===== src/rtl/fabric2_port_arbiter.sv =====
// fabric2_port_arbiter
// Shares slave ports p0..p4 of the version-2 fabric between the instruction (I)
// and data (D) masters. A port is locked to one master from grant until that
// master's done pulse. Every output comes straight from a register, so the
// crossbar never sees a combinational request-to-select path.
//
// Ports:
//   clk, nrst                    fabric clock, asynchronous active-low reset
//   i_I_req/i_I_portno/i_I_done  I master request, destination port, completion
//   i_D_req/i_D_portno/i_D_done  D master request, destination port, completion
//   o_I_gnt, o_D_gnt             master owns its port
//   o_I_mswitch, o_D_mswitch     master switch select (last granted port number)
//   o_p0_sswitch..o_p4_sswitch   slave switch select: 0 = I master, 1 = D master
//   o_wait_cnt                   saturating count of cycles spent waiting
//
// Compile-time option:
//   FABRIC2_ARB_RR_EN  when defined, same-port same-cycle conflicts alternate
//                      between the masters; otherwise D always wins.
module fabric2_port_arbiter #(
  parameter int PORTNO_WIDTH = 11
) (
  input  logic                    clk,
  input  logic                    nrst,
  input  logic                    i_I_req,
  input  logic [PORTNO_WIDTH-1:0] i_I_portno,
  input  logic                    i_I_done,
  input  logic                    i_D_req,
  input  logic [PORTNO_WIDTH-1:0] i_D_portno,
  input  logic                    i_D_done,
  output logic                    o_I_gnt,
  output logic                    o_D_gnt,
  output logic [PORTNO_WIDTH-1:0] o_I_mswitch,
  output logic [PORTNO_WIDTH-1:0] o_D_mswitch,
  output logic                    o_p0_sswitch,
  output logic                    o_p1_sswitch,
  output logic                    o_p2_sswitch,
  output logic                    o_p3_sswitch,
  output logic                    o_p4_sswitch,
  output logic [15:0]             o_wait_cnt
);

  localparam int NUM_PORTS = 5;
  localparam logic [PORTNO_WIDTH-1:0] PORT_LIMIT = PORTNO_WIDTH'(NUM_PORTS);

  typedef enum logic [1:0] {
    M_IDLE = 2'd0,
    M_WAIT = 2'd1,
    M_OWN  = 2'd2
  } mstate_e;

  typedef enum logic [1:0] {
    OWN_NONE = 2'd0,
    OWN_I    = 2'd1,
    OWN_D    = 2'd2
  } owner_e;

  mstate_e                i_state_r, i_state_s;
  mstate_e                d_state_r, d_state_s;
  owner_e                 owner_r [NUM_PORTS];
  owner_e                 owner_s [NUM_PORTS];
  logic [NUM_PORTS-1:0]   sswitch_r;
  logic [NUM_PORTS-1:0]   port_free_s;
  logic                   i_cand_s, d_cand_s;
  logic                   i_inr_s, d_inr_s;
  logic                   i_rel_s, d_rel_s;
  logic                   i_free_s, d_free_s;
  logic                   conflict_s;
  logic                   d_pri_s;
  logic                   i_grant_s, d_grant_s;
  logic                   wait_s;
  logic [15:0]            wait_cnt_s;

  // Per-master FSM transition; req is ignored while owning, done is ignored otherwise.
  function automatic mstate_e next_mstate(input mstate_e cur, input logic grant,
                                          input logic req, input logic done);
    mstate_e nxt;
    case (cur)
      M_IDLE, M_WAIT: begin
        if (grant) nxt = M_OWN;
        else if (req) nxt = M_WAIT;
        else nxt = M_IDLE;
      end
      M_OWN: begin
        if (done) nxt = M_IDLE;
        else nxt = M_OWN;
      end
      default: nxt = M_IDLE;
    endcase
    return nxt;
  endfunction

`ifdef FABRIC2_ARB_RR_EN
  // Last conflict winner: 0 = I won last (D goes next), 1 = D won last.
  logic rr_last_d_r;

  assign d_pri_s = ~rr_last_d_r;

  // Round-robin pointer flips only when a same-port conflict is resolved.
  always_ff @(posedge clk or negedge nrst) begin
    if (!nrst) begin
      rr_last_d_r <= 1'b0;
    end else if (conflict_s) begin
      rr_last_d_r <= d_pri_s;
    end else begin
      rr_last_d_r <= rr_last_d_r;
    end
  end
`else
  assign d_pri_s = 1'b1;
`endif

  // Arbitration, next-state and next-owner decisions from registered state and inputs.
  always_comb begin
    i_cand_s    = i_I_req && (i_state_r != M_OWN);
    d_cand_s    = i_D_req && (d_state_r != M_OWN);
    i_inr_s     = (i_I_portno < PORT_LIMIT);
    d_inr_s     = (i_D_portno < PORT_LIMIT);
    i_rel_s     = i_I_done && (i_state_r == M_OWN);
    d_rel_s     = i_D_done && (d_state_r == M_OWN);
    port_free_s = '0;
    i_free_s    = 1'b0;
    d_free_s    = 1'b0;
    // A port being released this cycle counts as free so handover has no bubble.
    for (int p = 0; p < NUM_PORTS; p++) begin
      port_free_s[p] = (owner_r[p] == OWN_NONE) ||
                       ((owner_r[p] == OWN_I) && i_rel_s) ||
                       ((owner_r[p] == OWN_D) && d_rel_s);
      i_free_s = i_free_s | (port_free_s[p] & (i_I_portno == PORTNO_WIDTH'(p)));
      d_free_s = d_free_s | (port_free_s[p] & (i_D_portno == PORTNO_WIDTH'(p)));
    end
    conflict_s = i_cand_s && d_cand_s && i_inr_s && d_inr_s &&
                 (i_I_portno == i_D_portno) && i_free_s;
    // Out-of-range ports are granted unconditionally and never locked.
    i_grant_s = i_cand_s && (!i_inr_s || (i_free_s && !(conflict_s && d_pri_s)));
    d_grant_s = d_cand_s && (!d_inr_s || (d_free_s && !(conflict_s && !d_pri_s)));
    i_state_s = next_mstate(i_state_r, i_grant_s, i_I_req, i_I_done);
    d_state_s = next_mstate(d_state_r, d_grant_s, i_D_req, i_D_done);
    for (int p = 0; p < NUM_PORTS; p++) begin
      if (i_grant_s && (i_I_portno == PORTNO_WIDTH'(p))) begin
        owner_s[p] = OWN_I;
      end else if (d_grant_s && (i_D_portno == PORTNO_WIDTH'(p))) begin
        owner_s[p] = OWN_D;
      end else if (port_free_s[p]) begin
        owner_s[p] = OWN_NONE;
      end else begin
        owner_s[p] = owner_r[p];
      end
    end
    wait_s = (i_state_r == M_WAIT) || (d_state_r == M_WAIT) ||
             (i_cand_s && !i_grant_s) || (d_cand_s && !d_grant_s);
    if (wait_s && (o_wait_cnt != 16'hFFFF)) begin
      wait_cnt_s = o_wait_cnt + 16'd1;
    end else begin
      wait_cnt_s = o_wait_cnt;
    end
  end

  // State, ownership and every output are registered here.
  always_ff @(posedge clk or negedge nrst) begin
    if (!nrst) begin
      i_state_r   <= M_IDLE;
      d_state_r   <= M_IDLE;
      o_I_gnt     <= 1'b0;
      o_D_gnt     <= 1'b0;
      o_I_mswitch <= '0;
      o_D_mswitch <= '0;
      sswitch_r   <= 5'b11111;
      o_wait_cnt  <= 16'd0;
      for (int p = 0; p < NUM_PORTS; p++) begin
        owner_r[p] <= OWN_NONE;
      end
    end else begin
      i_state_r  <= i_state_s;
      d_state_r  <= d_state_s;
      o_I_gnt    <= (i_state_s == M_OWN);
      o_D_gnt    <= (d_state_s == M_OWN);
      o_wait_cnt <= wait_cnt_s;
      // mswitch keeps the last granted port after release.
      if (i_grant_s) o_I_mswitch <= i_I_portno;
      else o_I_mswitch <= o_I_mswitch;
      if (d_grant_s) o_D_mswitch <= i_D_portno;
      else o_D_mswitch <= o_D_mswitch;
      for (int p = 0; p < NUM_PORTS; p++) begin
        owner_r[p]   <= owner_s[p];
        sswitch_r[p] <= (owner_s[p] != OWN_I);
      end
    end
  end

  assign o_p0_sswitch = sswitch_r[0];
  assign o_p1_sswitch = sswitch_r[1];
  assign o_p2_sswitch = sswitch_r[2];
  assign o_p3_sswitch = sswitch_r[3];
  assign o_p4_sswitch = sswitch_r[4];

endmodule


===== config.mk =====
export PLATFORM = sky130hd
export DESIGN_NAME = fabric2_port_arbiter
export DESIGN_NICKNAME = d
export VERILOG_FILES = /design/src/rtl/fabric2_port_arbiter.sv
export SDC_FILE = /design/constraint.sdc
export NUM_CORES = 1
export LEC_CHECK = 0
export ABC_AREA = 1
export ABC_CLOCK_PERIOD_IN_PS = 2190
export CAP_MARGIN = 20
export CORE_MARGIN = 5
export CORE_UTILIZATION = 53
export CTS_BUF_LIST = sky130_fd_sc_hd__clkbuf_8
export CTS_CLUSTER_DIAMETER = 30
export DETAILED_ROUTE_END_ITERATION = 8
export PLACE_DENSITY = 0.81
export SETUP_SLACK_MARGIN = 0.02
export SLEW_MARGIN = 10
export SYNTH_ARGS = -nofsm -noshare
export SYNTH_HDL_FRONTEND = slang
export SYNTH_SLANG_ARGS = --single-unit
export TNS_END_PERCENT = 20

===== constraint.sdc =====
create_clock -name clk -period 2.19 [get_ports clk]
set_input_delay 0.5475 -clock clk [delete_from_list [all_inputs] [get_ports clk]]
set_output_delay 0.5475 -clock clk [all_outputs]
set_load 0.1 [all_outputs]

==> summary.md, run 1 <==
| Metric | Value |
|---|---|
| Setup TNS Final | 0 ns |
| Effective utilization at floorplan | 53.8% |
| Final Wtd Congestion | 0.881 |
| Final-stage net count | 617 |
| Hold buffer count at cts | 0 |
| Number of DRC markers in iteration 0 | 213 |
| Number of vias after detailed routing | 3484 |
| Top cell by count, worst path | sky130_fd_sc_hd__nand2_1 |
| Sequential cell fraction of total power | 31.1% |
| Cell count after synthesis | 451 |
| # diodes | 0 |
| Cell-by-cell trace of the critical path | clkdlybuf4s50_1 -> nor2_1 -> buf_4 -> nand3_1 -> nor2_1 -> nand2_1 -> nand2_1 -> nor2_1 -> nand3_2 -> nand2_2 -> clkinv_2 -> nand2_8 -> nand2_4 -> nand2_1 -> nand2_1 |
| Total of buffers placed on input and output ports | 72 |
| DRT Pass-1 Iters | 6 |
| Global route total overflow | 0 |
| Avg WL per Cell | 14.1 um |
| Register-to-register setup slack | 0.18 ns |
| VDD IR-drop max | 0.00114 V |
| Synth Flop Type | sky130_fd_sc_hd__dfrtp_1 |
| Half-perimeter wire length after detailed placement | 6950 um |
| Clock network latency to the later pin of the worst-skew pair | 0.34 ns |
| Clock slew at reported path FFs | 0.08 ns |
| Routed wire length | 9460 um |
| Layout cells sized above 1 | 33.2% |
| CTS tree | yes |
| Share of power burned in the clock network | 19.7% |
| Cells taking the most area after synthesis | sky130_fd_sc_hd__dfrtp_1, sky130_fd_sc_hd__nand2_1, sky130_fd_sc_hd__nand3_1 |
| Clk root buf | sky130_fd_sc_hd__clkbuf_8 |
| Per-cell via count in the routed design | 5.20 |
| Count of flip-flops with a built-in enable after synthesis | 0 |
| Die Height | 89.6 um |
| Proportion of total power due to net switching | 51.4% |
| Post-placement setup slack | -0.351 ns |
| Signal arrival time at the worst endpoint | 2.29 ns |
| FP Rows | 29 |
| Total Power | 4.57 mW |
| Synth Cell Area | 3360 um2 |
| Slew at the pin closest to its max-slew limit | 0.532 ns |
| Final worst path period need | 2.06 ns |
| Worst Path Required | 2.42 ns |
| Post-synthesis sequential area ratio | 44.1% |
| Design Area, Final | 4940 um2 |
| Total of flip-flops plus latches after synthesis | 59 |
| Post-synthesis net count | 480 |
| Async set-reset flop share out of synthesis | 100% |
| Slew HR | 64.5% |
| Design internal power | 2.22 mW |
| Number of H-tree levels | 3 |
| Combinational fraction of design power | 49.2% |
| Largest net degree at the start of global routing | 38 |
| CTS sink cnt | 59 |
| Number of distinct standard cells referenced by the synthesized netlist | 31 |
| Synth-to-Final Area Change | 47.2% |
| Cell leakage power | 2.58 nW |
| Max-capacitance violation count | 0 |
| Worst hold path type | in -> async |
| Tot GR Track Use | 24.6% |
| Warnings, synthesis | 0 |
| Final worst-path setup slack | 0.131 ns |
| Run status | completed |
| Boundary Pins | 73 |
| Core Footprint | 6240 um2 |
| Full die area | 8030 um2 |
| Final Slew Violations | 0 |
| Fmax | 486 MHz |
| Global-route wire length before repair | 15200 um |
| Standard cell with the maximum stage delay on the critical path | sky130_fd_sc_hd__clkdlybuf4s50_1 |
| Final setup viols | 0 |
| ANT nets after route | 0 |
| Startpoint class of the critical path | input pin |
| Maximum cell stage delay along the critical path | 0.53 ns |
| Mean Syn Cell Area | 7.45 um2 |
| Final period util | 94.0% |
| Cell Area, Placed | 4560 um2 |
| Share of Yosys cell area claimed by the top area cell type | 40.2% |
| Clock tree buffer depth | 2 |
| Largest fanout on the critical path | 8 |
| Fin Hold WS | 0.178 ns |
| Antenna violations before repair | 0 |
| Crit end category | register |
| Pwr per Cell Area | 925 nW/um2 |
| Via count of the first global-routing pass | 3272 |
| Critical path type | in -> reg |
| Drc violations | 0 |
| Number of buffers created by CTS | 9 |
| Area leader, netlist | sky130_fd_sc_hd__dfrtp_1 |
| Net load switching power | 2.35 mW |
| Width of the die | 89.6 um |
| Final hold violation count | 0 |
| Final setup skew | 0.0108 ns |
==> cell usage after synthesis (3+ instances only) <==
master,count
sky130_fd_sc_hd__buf_2,5
sky130_fd_sc_hd__dfrtp_1,54
sky130_fd_sc_hd__dfstp_2,5
sky130_fd_sc_hd__inv_1,49
sky130_fd_sc_hd__inv_2,5
sky130_fd_sc_hd__nand2_1,143
sky130_fd_sc_hd__nand2_4,4
sky130_fd_sc_hd__nand3_1,47
sky130_fd_sc_hd__nand3_2,3
sky130_fd_sc_hd__nand4_1,12
sky130_fd_sc_hd__nor2_1,47
sky130_fd_sc_hd__nor2_2,3
sky130_fd_sc_hd__nor3_1,3
sky130_fd_sc_hd__o21ai_0,12
sky130_fd_sc_hd__o21ai_1,10
sky130_fd_sc_hd__o21ai_2,10
sky130_fd_sc_hd__o22ai_1,7
sky130_fd_sc_hd__xnor2_1,8
sky130_fd_sc_hd__xor2_1,8
==> power groups by stage <==
| stage | clock (mW) | sequential [mW] | combinational (mW) |
|---|---|---|---|
| 2_1_floorplan | 0 | 2.73 | 0.357 |
| 3_3_place_gp | 0 | 1.44 | 2.21 |
| 3_5_place_dp | 0 | 1.44 | 2.24 |
| 4_1_cts | 0.914 | 1.42 | 2.25 |
| 5_1_grt | 0.964 | 1.45 | 2.33 |
| 6_report | 0.900 | 1.42 | 2.25 |
==> stage by stage <==
step	cells	util, %
final	670	79.2
after global routing	670	79.2
after CTS	665	76.1
after detailed placement	649	73.1
after global placement	649	73.1
after floorplan	451	-
==> path summary, 6_finish.rpt <==
path,from,endpoint,cells after the start
max,i_D_portno[2],o_wait_cnt[14],15
min,nrst,o_I_mswitch[2],1
max reg2reg,d_state_r[1],o_wait_cnt[14],13
min reg2reg,o_I_mswitch[10],o_I_mswitch[10],2
max in group asynchronous,nrst,sswitch_r[4],2
min in group clk,o_I_mswitch[10],o_I_mswitch[10],2
==> placed cells by master (no fill, tap or decap), drive strengths merged <==
| master | instances |
|---|---|
| nor4 | 2 |
| clkbuf | 11 |
| dfstp | 5 |
| o21ai | 33 |
| dfrtp | 54 |
| xnor2 | 8 |
| o22ai | 7 |
| or2 | 1 |
| nand2 | 150 |
| inv | 55 |
| buf | 109 |
| dlymetal6s2s | 15 |
| ha | 1 |
| clkinv | 3 |
| clkinvlp | 2 |
| nand4 | 12 |
| nor3 | 3 |
| clkdlybuf4s50 | 11 |
| nand3 | 50 |
| a31oi | 1 |
| xor2 | 8 |
| nor2 | 52 |
==> cells by family (layout without fill, tap and decap cells) <==
family	count (synthesis)	in the layout	share of synthesized area (%)
simple gates	269	270	35.3
fa+ha+maj	1	1	0.372
flops	59	59	44.1
xor+xnor	16	16	4.17
buf+inv	65	206	8.16
compound gates	41	41	7.86
==> worst max-delay path, delay by kind of cell <==
kind,cells,cell delay (ns)
buf+inv,3,0.77
simple gates,12,0.96
==> area by class of cell <==
type,count,area [um2]
well taps,77,96.3
clock buffers,11,151
fillers,396,1300
inverters,55,208
clock inverters,5,28.8
flip-flops and latches,59,1500
repair buffers,135,1230
multi-input cells,328,1730
==> sequential cells by signal, indices dropped and copies added (netlist names) <==
signal / flops
owner_r: 10
sswitch_r: 5
d_state_r: 2
o_I_gnt: 1
i_state_r: 2
o_I_mswitch: 11
o_wait_cnt: 16
o_D_mswitch: 11
o_D_gnt: 1
==> metal layers <==
| layer | routed length (um) | GRT usage [%] | share of wire, % |
|---|---|---|---|
| met5 | 0 | 0 | 0 |
| met4 | 226 | 8.53 | 2.4 |
| met3 | 513 | 4.56 | 5.4 |
| met2 | 4740 | 41.4 | 50 |
| met1 | 3990 | 31.9 | 42 |
==> what timing repair did <==
item | 4_1_cts | 5_1_grt
gates cloned | 0 | 1
gates resized for setup | 1 | 48
endpoints found under the setup margin | 5 | 52
endpoints found under the hold margin | 0 | 0
pin swaps | 0 | 11
buffers inserted | 0 | 4
No activity file was read; power rests on OpenSTA's default activity.
==> inputs of run 2 (changes only) <==
--- a/config.mk
+++ b/config.mk
@@ -13,6 +13,7 @@
 export CTS_BUF_LIST = sky130_fd_sc_hd__clkbuf_8
 export CTS_CLUSTER_DIAMETER = 30
 export DETAILED_ROUTE_END_ITERATION = 8
+export MAX_ROUTING_LAYER = met4
 export PLACE_DENSITY = 0.81
 export SETUP_SLACK_MARGIN = 0.02
 export SLEW_MARGIN = 10
==> summary.md, run 2 (same netlist as run 1, synthesis figures left out) <==
| Metric | Value |
|---|---|
| Die Height | 89.6 um |
| Final worst-path setup slack | 0.0739 ns |
| Final hold violation count | 0 |
| Non-filler instance count after layout | 674 |
| Fin Hold WS | 0.199 ns |
| Antenna violations before repair | 0 |
| Critical R2R Launch | d_state_r[1] |
| Fmax | 473 MHz |
| Clock slew at reported path FFs | 0.07 ns |
| Final worst path period need | 2.12 ns |
| Post-placement setup slack | -0.344 ns |
| Final setup skew | 0.00979 ns |
| Standard cell with the maximum stage delay on the critical path | sky130_fd_sc_hd__clkdlybuf4s50_1 |
| Proportion of total power due to net switching | 49.9% |
| Final setup viols | 0 |
| Sequential cell area | 1500 um2 |
| Slew HR | 61.0% |
| Register with the most flip-flops | o_wait_cnt |
| Crit end category | register |
| Width of the die | 89.6 um |
| Final-stage net count | 621 |
| Final period util | 96.6% |
| Commonest cells after routing, fill and taps aside | sky130_fd_sc_hd__nand2_1, sky130_fd_sc_hd__buf_4, sky130_fd_sc_hd__dfrtp_1 |
| Cell leakage power | 2.65 nW |
| Global-route wire length before repair | 16400 um |
| Number of fillers in the final layout | 389 |
| CTS tree | yes |
| VDD IR-drop max | 0.00147 V |
| CTS sink cnt | 59 |
| Full die area | 8030 um2 |
| Maximum cell stage delay along the critical path | 0.44 ns |
| Bufs and invs on worst path | 2 |
| Worst Path Required | 2.41 ns |
| Worst flop-to-flop path endpoint | o_wait_cnt[15] |
| Routed wire length | 10400 um |
| Number of vias after detailed routing | 3614 |
| Tot GR Track Use | 27.3% |
| Run status | completed |
| DRT Pass-1 Iters | 7 |
| Startpoint of the worst setup timing path | i_I_portno[9] |
| Most common cell after layout, fill and taps aside | sky130_fd_sc_hd__nand2_1 |
| Startpoint class of the critical path | input pin |
| Number of DRC markers in iteration 0 | 281 |
| R2r worst-path depth | 15 |
| Worst hold path type | in -> async |
| Effective utilization at floorplan | 53.8% |
| Largest fanout on the critical path | 11 |
| # diodes | 0 |
| Net load switching power | 2.38 mW |
| Max-capacitance violation count | 0 |
| Drc violations | 0 |
| Half-perimeter wire length after detailed placement | 7290 um |
| Sequential cell fraction of total power | 29.9% |
| Registers with the most flip-flops | o_wait_cnt (16), o_D_mswitch (11), o_I_mswitch (11) |
| Critical path type | in -> reg |
| Synth-to-Final Area Change | 50.9% |
| Boundary Pins | 73 |
| Design internal power | 2.39 mW |
| Total of buffers placed on input and output ports | 72 |
| Clock tree buffer depth | 2 |
| Number of H-tree levels | 3 |
| Core Footprint | 6240 um2 |
| Share of power burned in the clock network | 21.0% |
| Via count of the first global-routing pass | 3602 |
| Final Wtd Congestion | 0.930 |
| Combinational fraction of design power | 49.1% |
| Pwr per Cell Area | 940 nW/um2 |
| Avg WL per Cell | 15.4 um |
| Clk root buf | sky130_fd_sc_hd__clkbuf_8 |
| Top cell by count, worst path | sky130_fd_sc_hd__nand2_4 |
| Top cell family by delay on the critical path | simple AND/OR/NAND/NOR gates |
| Setup TNS Final | 0 ns |
| Largest net degree at the start of global routing | 37 |
| Final Slew Violations | 0 |
| RSZ-0062 raised after global routing | false |
| Footprint of the multi-input gates | 1770 um2 |
| Register-to-register setup slack | 0.19 ns |
| Hold buffer count at cts | 0 |
| Inst Count DP | 652 |
| Clock network latency to the later pin of the worst-skew pair | 0.34 ns |
| Global route total overflow | 0 |
| Layout cells sized above 1 | 34.3% |
| Flip-flop count of the largest register after layout | 16 |
| Slew at the pin closest to its max-slew limit | 0.584 ns |
| Per-cell via count in the routed design | 5.36 |
| Signal arrival time at the worst endpoint | 2.33 ns |
| FP Rows | 29 |
| ANT nets after route | 0 |
| Cell-by-cell trace of the critical path | clkdlybuf4s50_1 -> nor3_2 -> nand2_4 -> nor2_4 -> nand3_1 -> nand2_2 -> o21ai_4 -> nand2_4 -> nand2_4 -> buf_12 -> nand2_1 -> o21ai_1 |
| Number of buffers created by CTS | 9 |
## run 2: cell types whose count changed in the layout (fill, tap and decap cells not counted), sizes merged, moves of 2 or more
cell	change
buf	+3
clkdlybuf4s50	-5
clkinvlp	-2
dlygate4sd2	+5
inv	+2
## run 2: worst max path at each step
stage / cells after the start / end
after floorplan: 6 / o_wait_cnt[8]
after global placement: 14 / sswitch_r[4]
after detailed placement: 15 / o_wait_cnt[15]
after CTS: 14 / o_wait_cnt[0]
after global routing: 12 / o_wait_cnt[12]
final: 12 / o_I_mswitch[1]
## run 2: area by class of cell
| cell class | instances | area share (%) |
|---|---|---|
| Clock buffer | 11 | 2.99 |
| Clock inverter | 5 | 0.913 |
| Inverter | 55 | 4.10 |
| Multi-Input combinational cell | 328 | 34.9 |
| Sequential cell | 59 | 29.6 |
| Tap cell | 77 | 1.90 |
| Timing Repair Buffer | 139 | 25.6 |
## run 2: worst reg2reg max path: stages, from the launching register on
cell and delay, ns:
sky130_fd_sc_hd__dfrtp_1 0.44, sky130_fd_sc_hd__nand2_1 0.14, sky130_fd_sc_hd__nor2_1 0.05, sky130_fd_sc_hd__buf_4 0.14, sky130_fd_sc_hd__nand2_1 0.07, sky130_fd_sc_hd__nand3_2 0.11
sky130_fd_sc_hd__nand2_1 0.09, sky130_fd_sc_hd__nand2_1 0.09, sky130_fd_sc_hd__nor2_4 0.14, sky130_fd_sc_hd__nand3_2 0.08, sky130_fd_sc_hd__nand2_2 0.08, sky130_fd_sc_hd__clkinv_2 0.09
sky130_fd_sc_hd__nand2_8 0.13, sky130_fd_sc_hd__buf_6 0.14, sky130_fd_sc_hd__nand3_1 0.07, sky130_fd_sc_hd__nand2_1 0.08
## run 2: power groups by stage
stage / Clock [mW] / Sequential, mW / Combinational (mW)
after floorplan: 0 / 2.73 / 0.357
after global placement: 0 / 1.43 / 2.27
after detailed placement: 0 / 1.44 / 2.29
after CTS: 1.01 / 1.43 / 2.29
after global routing: 1.07 / 1.45 / 2.43
final: 1.00 / 1.43 / 2.34
## run 2: through the flow
step                      area, um2  utilization (%)  total power, mW
after global placement         4610             73.9             3.70
after CTS                      4840             77.5             4.73
after global routing           5070             81.3             4.95
after floorplan                3380                -             3.09
after detailed placement       4610             73.9             3.73
final                          5070             81.3             4.77
## run 2: metal layers
layer | part of all wire, % | up-vias | track usage, %
li1 | - | 1721 | -
met5 | 0 | - | -
met3 | 6.0 | 47 | 3.65
met1 | 40 | 1673 | 33.0
met2 | 50 | 173 | 45.7
met4 | 3.9 | 0 | 11.9
## run 2: repair_timing
action	4_1_cts	5_1_grt
gates cloned	1	1
setup buffers	0	4
endpoints found under the setup margin	21	56
gates resized for setup	11	58
pin swaps	7	16
==> inputs of run 3 (changes only) <==
--- a/config.mk
+++ b/config.mk
@@ -9,13 +9,15 @@
 export ABC_CLOCK_PERIOD_IN_PS = 2190
 export CAP_MARGIN = 20
 export CORE_MARGIN = 5
-export CORE_UTILIZATION = 53
+export CORE_UTILIZATION = 55
 export CTS_BUF_LIST = sky130_fd_sc_hd__clkbuf_8
 export CTS_CLUSTER_DIAMETER = 30
 export DETAILED_ROUTE_END_ITERATION = 8
+export DONT_BUFFER_PORTS = 1
 export MAX_ROUTING_LAYER = met4
-export PLACE_DENSITY = 0.81
+export PLACE_DENSITY = 0.68
 export SETUP_SLACK_MARGIN = 0.02
+export SKIP_LAST_GASP = 1
 export SLEW_MARGIN = 10
 export SYNTH_ARGS = -nofsm -noshare
 export SYNTH_HDL_FRONTEND = slang
==> summary.md, run 3 (same netlist as run 1, synthesis figures left out) <==
| Metric | Value |
|---|---|
| Flip-flop count of the largest register after layout | 16 |
| Clock tree buffer depth | 2 |
| Largest fanout on the critical path | 12 |
| Run status | completed |
| Full die area | 7770 um2 |
| Per-cell via count in the routed design | 5.24 |
| Number of H-tree levels | 3 |
| Number of DRC markers in iteration 0 | 149 |
| Die Height | 88.2 um |
| Max-capacitance violation count | 0 |
| Critical R2R Launch | o_wait_cnt[0] |
| DRT Pass-1 Iters | 4 |
| Register with the most flip-flops | o_wait_cnt |
| Drc violations | 0 |
| Clock network latency to the later pin of the worst-skew pair | 0.33 ns |
| Final Wtd Congestion | 0.924 |
| Effective utilization at floorplan | 56.7% |
| Final setup viols | 0 |
| VDD IR-drop max | 0.000975 V |
| Final-stage net count | 530 |
| Via count of the first global-routing pass | 2960 |
| Final setup skew | 0.00818 ns |
| Post-placement setup slack | 0.0657 ns |
| Clk root buf | sky130_fd_sc_hd__clkbuf_8 |
| # diodes | 0 |
| Final Slew Violations | 0 |
| Startpoint class of the critical path | register |
| Pwr per Cell Area | 1090 nW/um2 |
| CTS sink cnt | 59 |
| Layout cells sized above 1 | 21.7% |
| Synth-to-Final Area Change | 18.6% |
| Final period util | 91.8% |
| Fmax | 497 MHz |
| Critical path type | reg -> reg |
| Total Power | 4.36 mW |
| Boundary Pins | 73 |
| Core Util, Final | 67.3% |
| Global-route wire length before repair | 13900 um |
| Tot GR Track Use | 24.2% |
| R2r worst-path depth | 9 |
| Final worst-path setup slack | 0.180 ns |
| Slew at the pin closest to its max-slew limit | 0.497 ns |
| Number of vias after detailed routing | 3046 |
| Slew HR | 67.0% |
| Largest net degree at the start of global routing | 55 |
| Most common cell after layout, fill and taps aside | sky130_fd_sc_hd__nand2_1 |
| Worst flop-to-flop path endpoint | o_wait_cnt[13] |
| Worst Path Required | 2.41 ns |
| Worst hold path type | in -> async |
| Registers with the most flip-flops | o_wait_cnt (16), o_D_mswitch (11), o_I_mswitch (11) |
| Crit end category | register |
| Core Footprint | 5920 um2 |
| CTS tree | yes |
| Global route total overflow | 0 |
| Final hold violation count | 0 |
| Clock slew at reported path FFs | 0.07 ns |
| Total of buffers placed on input and output ports | 0 |
| ANT nets after route | 0 |
| Commonest cells after routing, fill and taps aside | sky130_fd_sc_hd__nand2_1, sky130_fd_sc_hd__inv_1, sky130_fd_sc_hd__nand3_1 |
| Final worst path period need | 2.01 ns |
| Avg WL per Cell | 14.4 um |
| Number of buffers created by CTS | 9 |
| Routed wire length | 8350 um |
| Setup TNS Final | 0 ns |
| Half-perimeter wire length after detailed placement | 6210 um |
| Cell leakage power | 2.01 nW |
| Width of the die | 88.2 um |
| Register-to-register setup slack | 0.18 ns |
| Signal arrival time at the worst endpoint | 2.23 ns |
| Antenna violations before repair | 0 |
| RSZ-0062 raised after global routing | false |
| FP Rows | 28 |
-- run 3: cell count changes in the layout (fill, tap and decap cells not counted), sizes merged --
cell,change
clkinv,+2
bufinv,-1
clkdlybuf4s50,-6
nand2,-1
clkbuf,-2
buf,-63
dlygate4sd2,-5
dlymetal6s2s,-15
-- run 3: area by class of cell --
cell class | count | area [um2]
tap | 75 | 93.8
fill | 518 | 1940
sequential | 59 | 1500
clock buffer | 10 | 138
multi-input combinational | 327 | 1610
clock inverter | 6 | 26.3
timing repair buffer | 49 | 413
inverter | 55 | 208
-- run 3: worst max-delay path by stage --
stage                      to     startpoint  slack (ns)  depth (start not counted)
6_report       o_wait_cnt[13]  o_wait_cnt[0]        0.18                          9
5_1_grt         o_wait_cnt[5]  o_wait_cnt[0]        0.02                          9
4_1_cts        o_wait_cnt[13]  o_wait_cnt[0]        0.17                          9
3_5_place_dp   o_I_mswitch[8]  i_D_portno[4]        0.07                         10
3_3_place_gp   o_I_mswitch[7]  i_D_portno[4]        0.12                         10
2_1_floorplan   o_wait_cnt[8]  o_wait_cnt[8]        0.02                          6
-- run 3: where the power goes --
part | total, mW | switching (mW) | internal [mW]
clock network | 0.837 | 0.414 | 0.423
registers | 1.38 | 0.0906 | 1.29
logic | 2.15 | 1.76 | 0.390
-- run 3: timing repair --
action | CTS | global route
buffers inserted | 0 | 2
resized for setup | 0 | 2
setup endpoints to repair | 0 | 20
hold buffers | 1 | 0
hold endpoints to repair | 54 | 0
-- run 3: metrics by stage --
stage | hold WS [ns] | instances | instance area (um2)
after global placement | 0.254 | 562 | 3770
after floorplan | 0.252 | 451 | 3380
after CTS | 0.0449 | 579 | 3970
final | 0.0636 | 581 | 3990
after global routing | 0.0272 | 581 | 3990
after detailed placement | 0.254 | 562 | 3770
-- run 3: metal layers --
layer / wire length, um / global-route usage (%) / up-vias / part of all wire [%]
met4: 76 / 7.97 / 0 / 0.91
met2: 4220 / 40.1 / 99 / 51
li1: - / - / 1538 / -
met1: 3450 / 28.8 / 1401 / 41
met3: 609 / 6.02 / 8 / 7.3
met5: 0 / - / - / 0
-- run 3: worst max-delay path, stage by stage, from the launching register on --
cell and delay, ns:
sky130_fd_sc_hd__dfrtp_4 0.41, sky130_fd_sc_hd__ha_1 0.22, sky130_fd_sc_hd__nand3_1 0.15, sky130_fd_sc_hd__inv_1 0.10, sky130_fd_sc_hd__nand2_1 0.11, sky130_fd_sc_hd__nor2_2 0.15, sky130_fd_sc_hd__nand4_1 0.30, sky130_fd_sc_hd__buf_4 0.30
sky130_fd_sc_hd__nand3_1 0.11, sky130_fd_sc_hd__nand2_1 0.06
